### src/rtl/int_ctrl_gen_pkg.sv
// int_ctrl_pkg: shared constants and helpers for the int_ctrl_gen controller.
// Holds default parameter values, lvl/edge mode encoding and counter-width helper.
package int_ctrl_pkg;

    // Default build parameters
    localparam int N_CH_DEF     = 13;
    localparam int SYNC_STG_DEF = 2;
    localparam int DEB_CYC_DEF  = 4;
    localparam int CNT_W_DEF    = 8;

    // lvl_mode bit encoding
    localparam logic MODE_EDGE = 1'b0;
    localparam logic MODE_LVL  = 1'b1;

    // Bits needed to hold values 0..cyc (clog2(cyc+1)), never below 1
    function automatic int deb_cnt_w(input int cyc);
        int w;
        w = 1;
        while ((1 << w) < (cyc + 1)) begin
            w = w + 1;
        end
        return w;
    endfunction

endpackage

### src/rtl/int_deb_ch.sv
// int_deb_ch: one channel's input synchroniser, debouncer and one-cycle delay.
// Ports: clk, res (sync, active-high), i_raw (async pin), o_deb, o_deb_q.
module int_deb_ch
    import int_ctrl_pkg::*;
#(
    parameter int SYNC_STG = SYNC_STG_DEF,
    parameter int DEB_CYC  = DEB_CYC_DEF
) (
    input  logic clk,
    input  logic res,
    input  logic i_raw,
    output logic o_deb,
    output logic o_deb_q
);

    logic [SYNC_STG-1:0] r_sync;
    logic                w_sync;
    logic                w_deb;
    logic                r_deb_q;

    always_ff @(posedge clk) begin
        if (res) begin
            r_sync <= '0;
        end else begin
            r_sync <= {r_sync[SYNC_STG-2:0], i_raw};
        end
    end

    assign w_sync = r_sync[SYNC_STG-1];

    generate
        if (DEB_CYC == 0) begin : g_no_deb
            assign w_deb = w_sync;
        end else begin : g_deb
            localparam int CW = deb_cnt_w(DEB_CYC);

            logic [CW-1:0] r_cnt;
            logic          r_deb;

            // Counter runs only while sync disagrees with the accepted level;
            // any agreement (a glitch ending) restarts the count from zero.
            always_ff @(posedge clk) begin
                if (res) begin
                    r_cnt <= '0;
                    r_deb <= 1'b0;
                end else if (w_sync == r_deb) begin
                    r_cnt <= '0;
                end else if (r_cnt == CW'(DEB_CYC - 1)) begin
                    r_deb <= w_sync;
                    r_cnt <= '0;
                end else begin
                    r_cnt <= r_cnt + 1'b1;
                end
            end

            assign w_deb = r_deb;
        end
    endgenerate

    always_ff @(posedge clk) begin
        if (res) begin
            r_deb_q <= 1'b0;
        end else begin
            r_deb_q <= w_deb;
        end
    end

    assign o_deb   = w_deb;
    assign o_deb_q = r_deb_q;

endmodule

### src/rtl/int_ctrl_gen.sv
// int_ctrl_gen: N_CH-channel interrupt controller with edge/level detection,
// sticky status, enable/clear and a registered interrupt line.
// Ports: clk, res (sync, active-high), in_raw, int_ena, int_clr, edge_pos,
//        edge_neg, lvl_mode (all N_CH), int_sts, in_deb (N_CH), interrupt,
//        evt_cnt (N_CH*CNT_W, only when INT_CTRL_GEN_CNT_EN is defined).
// Optional macro INT_CTRL_GEN_CNT_EN adds saturating per-channel event counters.
module int_ctrl_gen
    import int_ctrl_pkg::*;
#(
    parameter int N_CH     = N_CH_DEF,
    parameter int SYNC_STG = SYNC_STG_DEF,
    parameter int DEB_CYC  = DEB_CYC_DEF,
    parameter int CNT_W    = CNT_W_DEF
) (
    input  logic                  clk,
    input  logic                  res,
    input  logic [N_CH-1:0]       in_raw,
    input  logic [N_CH-1:0]       int_ena,
    input  logic [N_CH-1:0]       int_clr,
    input  logic [N_CH-1:0]       edge_pos,
    input  logic [N_CH-1:0]       edge_neg,
    input  logic [N_CH-1:0]       lvl_mode,
    output logic [N_CH-1:0]       int_sts,
    output logic [N_CH-1:0]       in_deb,
`ifdef INT_CTRL_GEN_CNT_EN
    output logic [N_CH*CNT_W-1:0] evt_cnt,
`endif
    output logic                  interrupt
);

    generate
        if (N_CH < 1 || N_CH > 32 || SYNC_STG < 2 ||
            DEB_CYC < 0 || CNT_W < 1) begin : g_bad_param
            $error("int_ctrl_gen: parameter out of range");
        end
    endgenerate

    logic [N_CH-1:0] w_deb;
    logic [N_CH-1:0] w_deb_q;
    logic [N_CH-1:0] w_rise;
    logic [N_CH-1:0] w_fall;
    logic [N_CH-1:0] w_evt;
    logic [N_CH-1:0] w_sts_nxt;
    logic [N_CH-1:0] r_sts;
    logic            r_irq;

    generate
        for (genvar g = 0; g < N_CH; g++) begin : g_ch
            int_deb_ch #(
                .SYNC_STG (SYNC_STG),
                .DEB_CYC  (DEB_CYC)
            ) u_deb (
                .clk     (clk),
                .res     (res),
                .i_raw   (in_raw[g]),
                .o_deb   (w_deb[g]),
                .o_deb_q (w_deb_q[g])
            );
        end
    endgenerate

    // Edge tracking ignores int_ena so a freshly enabled channel
    // never sees an edge that happened while it was disabled.
    assign w_rise = w_deb & ~w_deb_q;
    assign w_fall = ~w_deb & w_deb_q;
    assign w_evt  = (w_rise & edge_pos) | (w_fall & edge_neg);

    // Edge mode: set beats clear so a coincident event is never lost.
    always_comb begin
        w_sts_nxt = r_sts;
        for (int i = 0; i < N_CH; i++) begin
            if (lvl_mode[i] == MODE_LVL) begin
                w_sts_nxt[i] = int_ena[i] & w_deb[i];
            end else if (!int_ena[i]) begin
                w_sts_nxt[i] = 1'b0;
            end else if (w_evt[i]) begin
                w_sts_nxt[i] = 1'b1;
            end else if (int_clr[i]) begin
                w_sts_nxt[i] = 1'b0;
            end
        end
    end

    always_ff @(posedge clk) begin
        if (res) begin
            r_sts <= '0;
            r_irq <= 1'b0;
        end else begin
            r_sts <= w_sts_nxt;
            r_irq <= |r_sts;
        end
    end

    assign int_sts   = r_sts;
    assign in_deb    = w_deb;
    assign interrupt = r_irq;

`ifdef INT_CTRL_GEN_CNT_EN
    logic [N_CH-1:0][CNT_W-1:0] r_cnt;
    logic [N_CH-1:0]            w_cnt_inc;

    assign w_cnt_inc = w_evt & int_ena & ~lvl_mode;

    // Clear and increment in the same cycle leave exactly one event counted.
    always_ff @(posedge clk) begin
        if (res) begin
            r_cnt <= '0;
        end else begin
            for (int i = 0; i < N_CH; i++) begin
                if (int_clr[i]) begin
                    r_cnt[i] <= w_cnt_inc[i] ? CNT_W'(1) : '0;
                end else if (w_cnt_inc[i] && (r_cnt[i] != '1)) begin
                    r_cnt[i] <= r_cnt[i] + 1'b1;
                end
            end
        end
    end

    assign evt_cnt = r_cnt;
`endif

endmodule

### config.mk
export PLATFORM = sky130hd
export DESIGN_NAME = int_ctrl_gen
export DESIGN_NICKNAME = d
export VERILOG_FILES = /design/src/rtl/int_ctrl_gen_pkg.sv /design/src/rtl/int_deb_ch.sv /design/src/rtl/int_ctrl_gen.sv
export SDC_FILE = /design/constraint.sdc
export NUM_CORES = 1
export LEC_CHECK = 0
export BUFFER_PORTS_ARGS = -buffer_cell sky130_fd_sc_hd__buf_4
export CAP_MARGIN = 20
export CORE_MARGIN = 2
export CORE_UTILIZATION = 35
export DETAILED_ROUTE_END_ITERATION = 10
export HOLD_SLACK_MARGIN = 0.08
export PLACE_DENSITY = 0.6
export SYNTH_ARGS = -nofsm -noshare
export SYNTH_HDL_FRONTEND = slang
export SYNTH_HIERARCHICAL = 1
export SYNTH_SLANG_ARGS = --single-unit
### constraint.sdc
create_clock -name clk -period 1.6 [get_ports clk]
set_input_delay 0.24 -clock clk [delete_from_list [all_inputs] [get_ports clk]]
set_output_delay 0.24 -clock clk [all_outputs]
set_load 0.1 [all_outputs]
# Yosys cells after proc, flatten, opt, wreduce, memory -nomap -nowiden

Index checks and enable logic that the tools add are counted.

Bits in registers: 105
Latch bits: 0
RAM bits: 0
Memory bits (read-only): 0
Memories: 0

$add $sub $neg: 13
$mul: 0
Div/mod/pow operators: 0
$lt $le $gt $ge: 0
Equality and inequality tests: 39
Shift operators: 0
Mux-type cells: 52
Bitwise gates (word level): 33
Reductions and logical operators: 27

Operators by type and width:

| cell                                                             | number |
|---|---|
| 13-bit AND                                                       | 4 |
| 1-bit two-way mux                                                | 52 |
| 4-bit by 1-bit != test with 1-bit output (second input constant) | 13 |
| 3-bit by 1-bit adder with 3-bit output (second input constant)   | 13 |
| 3-bit by 2-bit == test with 1-bit output (second input constant) | 13 |
| 3-bit OR reduction                                               | 13 |
| 13-bit NOT                                                       | 2 |
| 2-bit AND reduction                                              | 13 |
| 1-bit AND                                                        | 13 |
| 1-bit == test                                                    | 13 |
| 1-bit NOT                                                        | 13 |
| 13-bit OR                                                        | 1 |
| 13-bit OR reduction                                              | 1 |

# Longest topological paths before layout

Gate-level depths: netlist of run 1.

Word-level depth: 7
Mapped depth: 4
Gate-level depth less buffers: 4

# Cells and area by module

Netlist of run 1, hierarchy kept.

By module, submodules not included:

| module       | instances | cells each | area each (um^2) | seq. area each (um^2) |
|---|---|---|---|---|
| int_deb_ch   | 13        | 19         | 237.7            | 140.1 |
| int_ctrl_gen | 1         | 111        | 852.1            | 280.3 |

# Worst setup path after synthesis of run 1

Ideal clock, no wire load.

Kind: reg-to-reg
From: register g_ch[0].u_deb.g_deb.r_deb
To: register g_ch[0].u_deb.g_deb.r_cnt[1]
Data arrival time: 1459 ps
Required time: 1512 ps
Slack: 53 ps
Cell stages (with the launch flop): 3
Path buffers: 0
Period minus slack after synthesis: 1547 ps
Cell sequence: dfxtp_1 xnor2_1 nor4b_2

Cells in the longest elaborated chain, start to end: 2

Ends and longest elaborated chain:

| item                         | RTL line         | source |
|---|---|---|
| from (decl)                  | int_deb_ch.sv:38 | `logic r_deb;` |
| from (signal assigned)       | int_deb_ch.sv:49 | `r_deb <= w_sync;` |
| 1-bit == test                | int_deb_ch.sv:46 | `end else if (w_sync == r_deb) begin` |
| 3-bit OR reduction (no line) | n/a              |  |
| to (signal assigned)         | int_deb_ch.sv:52 | `r_cnt <= r_cnt + 1'b1;` |
| to (decl)                    | int_deb_ch.sv:37 | `logic [CW-1:0] r_cnt;` |

No other way between the ends.
A chain may end at the register's enable or synchronous reset.

# Worst setup path after layout of run 1

From: register g_ch[4].u_deb.g_deb.r_deb
To: output port in_deb[4]

RTL lines:

| item                   | RTL line           | source |
|---|---|---|
| from (decl)            | int_deb_ch.sv:38   |  |
| from (signal assigned) | int_deb_ch.sv:49   |  |
| to (decl)              | int_ctrl_gen.sv:24 | `output logic [N_CH-1:0] in_deb,` |

No word-level cell between the ends.

==> results of run 1 <==
[metal layers]
layer  track usage  vias to the layer above  share of wire
met1         0.158                     1338           0.48
met4        0.0455                        0          0.011
met5             0                        -              0
met2         0.212                       89           0.44
li1              -                     1500              -
met3        0.0364                        8          0.075
[cells in the final DEF, fill, tap and decap left out]
cell type	n
buf_4	106
dfxtp_1	105
nor2b_1	52
nor4_1	28
nor2_1	27
ha_1	26
nor3b_1	13
a31oi_1	13
o21ai_0	13
a21oi_1	13
inv_1	13
xnor2_1	13
mux2i_1	13
nor4b_2	13
nand2b_1	9
clkbuf_16	9
nand2b_2	4
inv_6	2
clkinv_4	2
clkbuf_8	2
buf_12	2
nor3_1	1
a41oi_1	1
clkbuf_1	1
[per-stage QoR]
stage / hold slack (ns) / setup slack [ns] / util
3_5_place_dp: 0.420 / 0.378 / 0.452
4_1_cts: 0.103 / 0.222 / 0.479
3_3_place_gp: 0.415 / 0.395 / 0.452
6_report: 0.113 / 0.243 / 0.479
2_1_floorplan: 0.312 / 0.0527 / -
5_1_grt: 0.110 / 0.163 / 0.479
[worst paths after layout]
kind	from	to	slack (ns)	depth (start not counted)
max	g_ch[4].u_deb/o_deb$_SDFFE_PP0P_	in_deb[4]	0.24	1
min	in_raw[2]	g_ch[2].u_deb/r_sync[0]$_SDFF_PP0_	0.11	2
min reg2reg	g_ch[1].u_deb/g_deb.r_cnt[0]$_SDFF_PP0_	g_ch[1].u_deb/g_deb.r_cnt[0]$_SDFF_PP0_	0.43	1
max reg2reg	int_sts[10]$_SDFFE_PP0P_	interrupt$_SDFF_PP0_	0.32	2
[registers in the layout, indices dropped and copies added (netlist names)]
register                cells
int_sts                    13
g_ch.u_deb/g_deb.r_cnt     39
interrupt                   1
g_ch.u_deb/o_deb_q         13
g_ch.u_deb/r_sync          26
g_ch.u_deb/o_deb           13
[synth_stat cells]
| master | n |
|---|---|
| ha_1 | 26 |
| a31oi_1 | 13 |
| o21ai_0 | 13 |
| nor3_1 | 1 |
| nand2b_1 | 9 |
| nand2b_2 | 4 |
| nor2_1 | 27 |
| mux2i_1 | 13 |
| inv_1 | 13 |
| dfxtp_1 | 105 |
| nor3b_1 | 13 |
| buf_6 | 1 |
| nor4_1 | 28 |
| a41oi_1 | 1 |
| xnor2_1 | 13 |
| a21oi_1 | 13 |
| nor2b_1 | 52 |
| nor4b_2 | 13 |
[cell type report]
type	instances	area share
Sequential cell	105	0.402
Timing Repair Buffer	108	0.160
Clock buffer	12	0.0490
Inverter	13	0.00932
Tap cell	140	0.0335
Multi-Input combinational cell	239	0.340
Clock inverter	4	0.00669
[power by group]
part	switching [mW]	internal, mW	total, mW
clock network	0.934	1.16	2.09
registers	0.0161	2.65	2.67
logic	0.112	0.185	0.297
[cells by family after synthesis]
| family | count (synthesis) | synth area share |
|---|---|---|
| mux | 13 | 0.0330 |
| flops | 105 | 0.533 |
| compound gates | 40 | 0.0559 |
| xor+xnor | 13 | 0.0289 |
| simple gates | 147 | 0.251 |
| buf+inv | 14 | 0.0152 |
| fa+ha+maj | 26 | 0.0825 |
==> flow_metrics.env, run 1 <==
export IMPL_yosysUniqueCellTypes=18
export IMPL_port_buffers=106
export IMPL_fin_skew_ns=0.00736
export IMPL_finalSetupViolations=0
export IMPL_cp_required_ns=1.36
export IMPL_clk_pin_slew_worst_paths_ns=0.07
export IMPL_yosysWarnings=6
export IMPL_placementRows=38
export IMPL_yosys_area_top_type="dfxtp_1"
export IMPL_route_vias_total=2935
export IMPL_syn_cell_area_um2=3940
export IMPL_worst_slew_pin_transition_ns=0.625
export IMPL_ys_ff_latch=105
export IMPL_final_cells=621
export IMPL_antenna_left=0
export IMPL_slew_limit_headroom=0.579
export IMPL_io_pins=107
export IMPL_crit_type="register to output pin"
export IMPL_numCtsBuffers=9
export IMPL_drc=0
export IMPL_drtIter0Drc=80
export IMPL_setup_tns_ns=0
export IMPL_wl_um=7520
export IMPL_min_period_ns=1.36
export IMPL_cts_hold_buf=0
export IMPL_crit_family="flip-flops"
export IMPL_gp_congestion=0.704
export IMPL_syn_avg_cell_area_um2=11.0
export IMPL_cp_buffers_inverters=1
export IMPL_p_leak_nw=2.08
export IMPL_grt_util_all_layers=0.128
export IMPL_synthTopCellsByArea="dfxtp_1 (53%), ha_1 (8.3%), nor2b_1 (8.3%)"
export IMPL_gr_total_overflow=0
export IMPL_cts_buffer_depth=2
export IMPL_cp_slowest_cell="dfxtp_1"
export IMPL_wl_per_cell_um=12.1
export IMPL_critPathLaunchType="register"
export IMPL_grt_pass1_vias=2800
export IMPL_die_y_um=110
export IMPL_cts_setup_buffers=0
export IMPL_hpwl_um=5590
export IMPL_cts_resized=0
export IMPL_fillers=1018
export IMPL_finalHoldViolCount=0
export IMPL_die_x_um=110
export IMPL_hp_class="input port to register"
export IMPL_crit_path_max_incr_delay_ns=0.45
export IMPL_dieArea_um2=12100
export IMPL_dr_pass1_iters=4
export IMPL_cp_max_fo=6
export IMPL_cts_tree="done"
export IMPL_fin_nets=582
export IMPL_synthToLayoutAreaGrowth_pct=32.8
export IMPL_vdd_drop_max_uv=499
export IMPL_antenna_found_initial=0
export IMPL_crit_arrival_ns=1.12
export IMPL_slew_viol_final=0
export IMPL_multi_input_area_um2=1780
export IMPL_cts_root_buffer="clkbuf_16"
export IMPL_syn_inst=358
export IMPL_crit_chain="buf_4"
export IMPL_max_freq_mhz=737
export IMPL_drt_vias_per_instance=4.73
export IMPL_cap_violations=0
export IMPL_n_antenna_cell=0
export IMPL_final_area_um2=5230
export IMPL_rsz0062_at_grt="no"
export IMPL_syn_nets=464
export IMPL_period_share=0.848
export IMPL_cp_end_kind="output pin"
export IMPL_placed_area_um2=4940
export IMPL_core_area_um2=10900
export IMPL_netlist_area_leader_share=0.533
export IMPL_total_power_mw=5.06
export IMPL_clk_insertion_delay_late_ns=0.33
export IMPL_outcome="completed"
export IMPL_clkSinkCount=105
export IMPL_layout_drive_gt1_share=0.291
export IMPL_powerDensity_nw_per_um2=966
export IMPL_grt_pass1_wl_um=12200
export IMPL_htreeDepth=3
export IMPL_grt_max_degree=58
export IMPL_place_inst=605
export IMPL_initial_core_util=0.361
export IMPL_seqCellArea_um2=2100
export IMPL_ys_seq_area_frac=0.533
(Power assumes the default switching activity.)
==> run 2, diff against run 1 <==
--- a/config.mk
+++ b/config.mk
@@ -11,7 +11,7 @@
 export CORE_UTILIZATION = 35
 export DETAILED_ROUTE_END_ITERATION = 10
 export HOLD_SLACK_MARGIN = 0.08
-export PLACE_DENSITY = 0.6
+export PLACE_DENSITY = 0.62
 export SYNTH_ARGS = -nofsm -noshare
 export SYNTH_HDL_FRONTEND = slang
 export SYNTH_HIERARCHICAL = 1
==> constraint.sdc (replaced) <==
create_clock -name clk -period 1.2 [get_ports clk]
set_input_delay 0.18 -clock clk [delete_from_list [all_inputs] [get_ports clk]]
set_output_delay 0.18 -clock clk [all_outputs]
set_load 0.1 [all_outputs]
==> run 2 against run 1 <==
Sequential power grew 33%. Clock skew shrank 0.0022 ns. First-iteration DRC count is 14% lower. Routed wire length increased by 1.6%. Highest routed layer unchanged.
==> flow_metrics.env, run 2 (same netlist as run 1, synthesis figures left out) <==
export IMPL_hold_worst_slack_ns=0.0944
export IMPL_mostFrequentLayoutCells="buf_4 (91), dfxtp_1 (79), nor2b_1 (52), nor2_1 (27), dfxtp_2 (26)"
export IMPL_cp_required_ns=1.02
export IMPL_drtIter0Drc=69
export IMPL_gr_total_overflow=0
export IMPL_crit_arrival_ns=0.98
export IMPL_placementRows=38
export IMPL_cp_slowest_cell="dfxtp_2"
export IMPL_cts_root_buffer="clkbuf_16"
export IMPL_worst_path_stages=1
export IMPL_grt_pass1_wl_um=12300
export IMPL_grt_pass1_vias=2908
export IMPL_crit_family="flip-flops"
export IMPL_port_buffers=106
export IMPL_cts_tree="done"
export IMPL_hpwl_um=5390
export IMPL_initial_core_util=0.361
export IMPL_antenna_left=0
export IMPL_setup_tns_ns=0
export IMPL_antenna_found_initial=0
export IMPL_grt_max_degree=55
export IMPL_route_vias_total=3016
export IMPL_cp_end_kind="output pin"
export IMPL_finalSetupViolations=0
export IMPL_powerDensity_nw_per_um2=1180
export IMPL_worst_slack_ns=0.0360
export IMPL_cts_buffer_depth=2
export IMPL_ff2ff_setup_slack_ns=0.06
export IMPL_dp_slack_ns=0.0472
export IMPL_finalHoldViolCount=0
export IMPL_numCtsBuffers=9
export IMPL_die_y_um=110
export IMPL_crit_path_max_incr_delay_ns=0.36
export IMPL_hp_class="input port to register"
export IMPL_final_cells=647
export IMPL_grt_util_all_layers=0.129
export IMPL_core_area_um2=10900
export IMPL_fin_skew_ns=0.00515
export IMPL_startpoint="int_sts[11]$_SDFFE_PP0P_"
export IMPL_reg2reg_to="g_ch[0].u_deb/g_deb.r_cnt[1]$_SDFF_PP0_"
export IMPL_cap_violations=0
export IMPL_wl_um=7640
export IMPL_drc=0
export IMPL_clk_insertion_delay_late_ns=0.33
export IMPL_place_inst=607
export IMPL_r2r_cells=3
export IMPL_fin_nets=608
export IMPL_slew_limit_headroom=0.712
export IMPL_crit_chain="buf_4"
export IMPL_synthToLayoutAreaGrowth_pct=43.3
export IMPL_htreeDepth=3
export IMPL_wl_per_cell_um=11.8
export IMPL_io_pins=107
export IMPL_cp_buffers_inverters=1
export IMPL_cp_max_fo=3
export IMPL_gp_congestion=0.686
export IMPL_layout_drive_gt1_share=0.359
export IMPL_cts_setup_buffers=0
export IMPL_top_register="g_ch.u_deb/g_deb.r_cnt"
export IMPL_die_x_um=110
export IMPL_outcome="completed"
export IMPL_slew_viol_final=0
export IMPL_clkSinkCount=105
export IMPL_placed_area_um2=4990
export IMPL_critPathLaunchType="register"
export IMPL_period_share=0.970
export IMPL_final_area_um2=5650
export IMPL_min_period_ns=1.16
export IMPL_reg_largest_list="g_ch.u_deb/g_deb.r_cnt: 39 flops, g_ch.u_deb/r_sync: 26 flops"
export IMPL_reg2reg_from="g_ch[0].u_deb/g_deb.r_cnt[0]$_SDFF_PP0_"
export IMPL_n_antenna_cell=0
export IMPL_rsz0062_at_grt="yes"
export IMPL_final_common_cell="buf_4"
export IMPL_vdd_drop_max_uv=569
export IMPL_largest_register_ffs=39
export IMPL_dieArea_um2=12100
export IMPL_worstSetupEndpoint="int_sts[11]"
export IMPL_max_freq_mhz=859
export IMPL_dr_pass1_iters=4
export IMPL_clk_pin_slew_worst_paths_ns=0.07
export IMPL_worst_slew_pin_transition_ns=0.428
export IMPL_p_leak_nw=2.20
export IMPL_drt_vias_per_instance=4.66
export IMPL_crit_type="register to output pin"
## run 2: routing by layer
metal	track usage	vias to the layer above	routed length [µm]
li1	-	1554	-
met2	0.229	92	3590
met3	0.0435	8	603
met1	0.146	1362	3370
met4	0.0375	0	64
met5	0	-	0
## run 2: worst min-delay path by stage
stage | startpoint | cells past startpoint | to
5_1_grt | int_ena[3] | 3 | int_sts[3]$_SDFFE_PP0P_
6_report | int_ena[3] | 3 | int_sts[3]$_SDFFE_PP0P_
3_3_place_gp | in_raw[9] | 2 | g_ch[9].u_deb/r_sync[0]$_SDFF_PP0_
3_5_place_dp | in_raw[10] | 2 | g_ch[10].u_deb/r_sync[0]$_SDFF_PP0_
4_1_cts | int_ena[3] | 3 | int_sts[3]$_SDFFE_PP0P_
2_1_floorplan | res | 1 | g_ch[0].u_deb/o_deb$_SDFFE_PP0P_
## run 2: per-stage QoR
stage          total power, mW  utilization
3_5_place_dp              4.04        0.456
5_1_grt                   6.98        0.517
4_1_cts                   6.78        0.508
2_1_floorplan             3.75            -
3_3_place_gp              4.02        0.456
6_report                  6.66        0.517
## run 2: where the power goes
part | total (mW) | leakage, nW | switching [mW] | internal, mW
sequential | 3.56 | 0.866 | 0.0217 | 3.54
combinational | 0.464 | 1.20 | 0.165 | 0.299
clock | 2.64 | 0.133 | 1.23 | 1.41
total | 6.66 | 2.20 | 1.41 | 5.25
## run 2: timing repair
action,4_1_cts,5_1_grt
gates resized for setup,14,19
endpoints found under the setup margin,14,15
hold buffers,24,0
endpoints found under the hold margin,24,0
pin swaps,0,2
## run 2: area by class of cell
class,instances,area (µm²)
fillers,1009,5290
flip-flops and latches,105,2130
multi-input cells,239,1860
repair buffers,134,1160
clock buffers,10,229
well taps,140,175
inverters,13,48.8
clock inverters,6,43.8
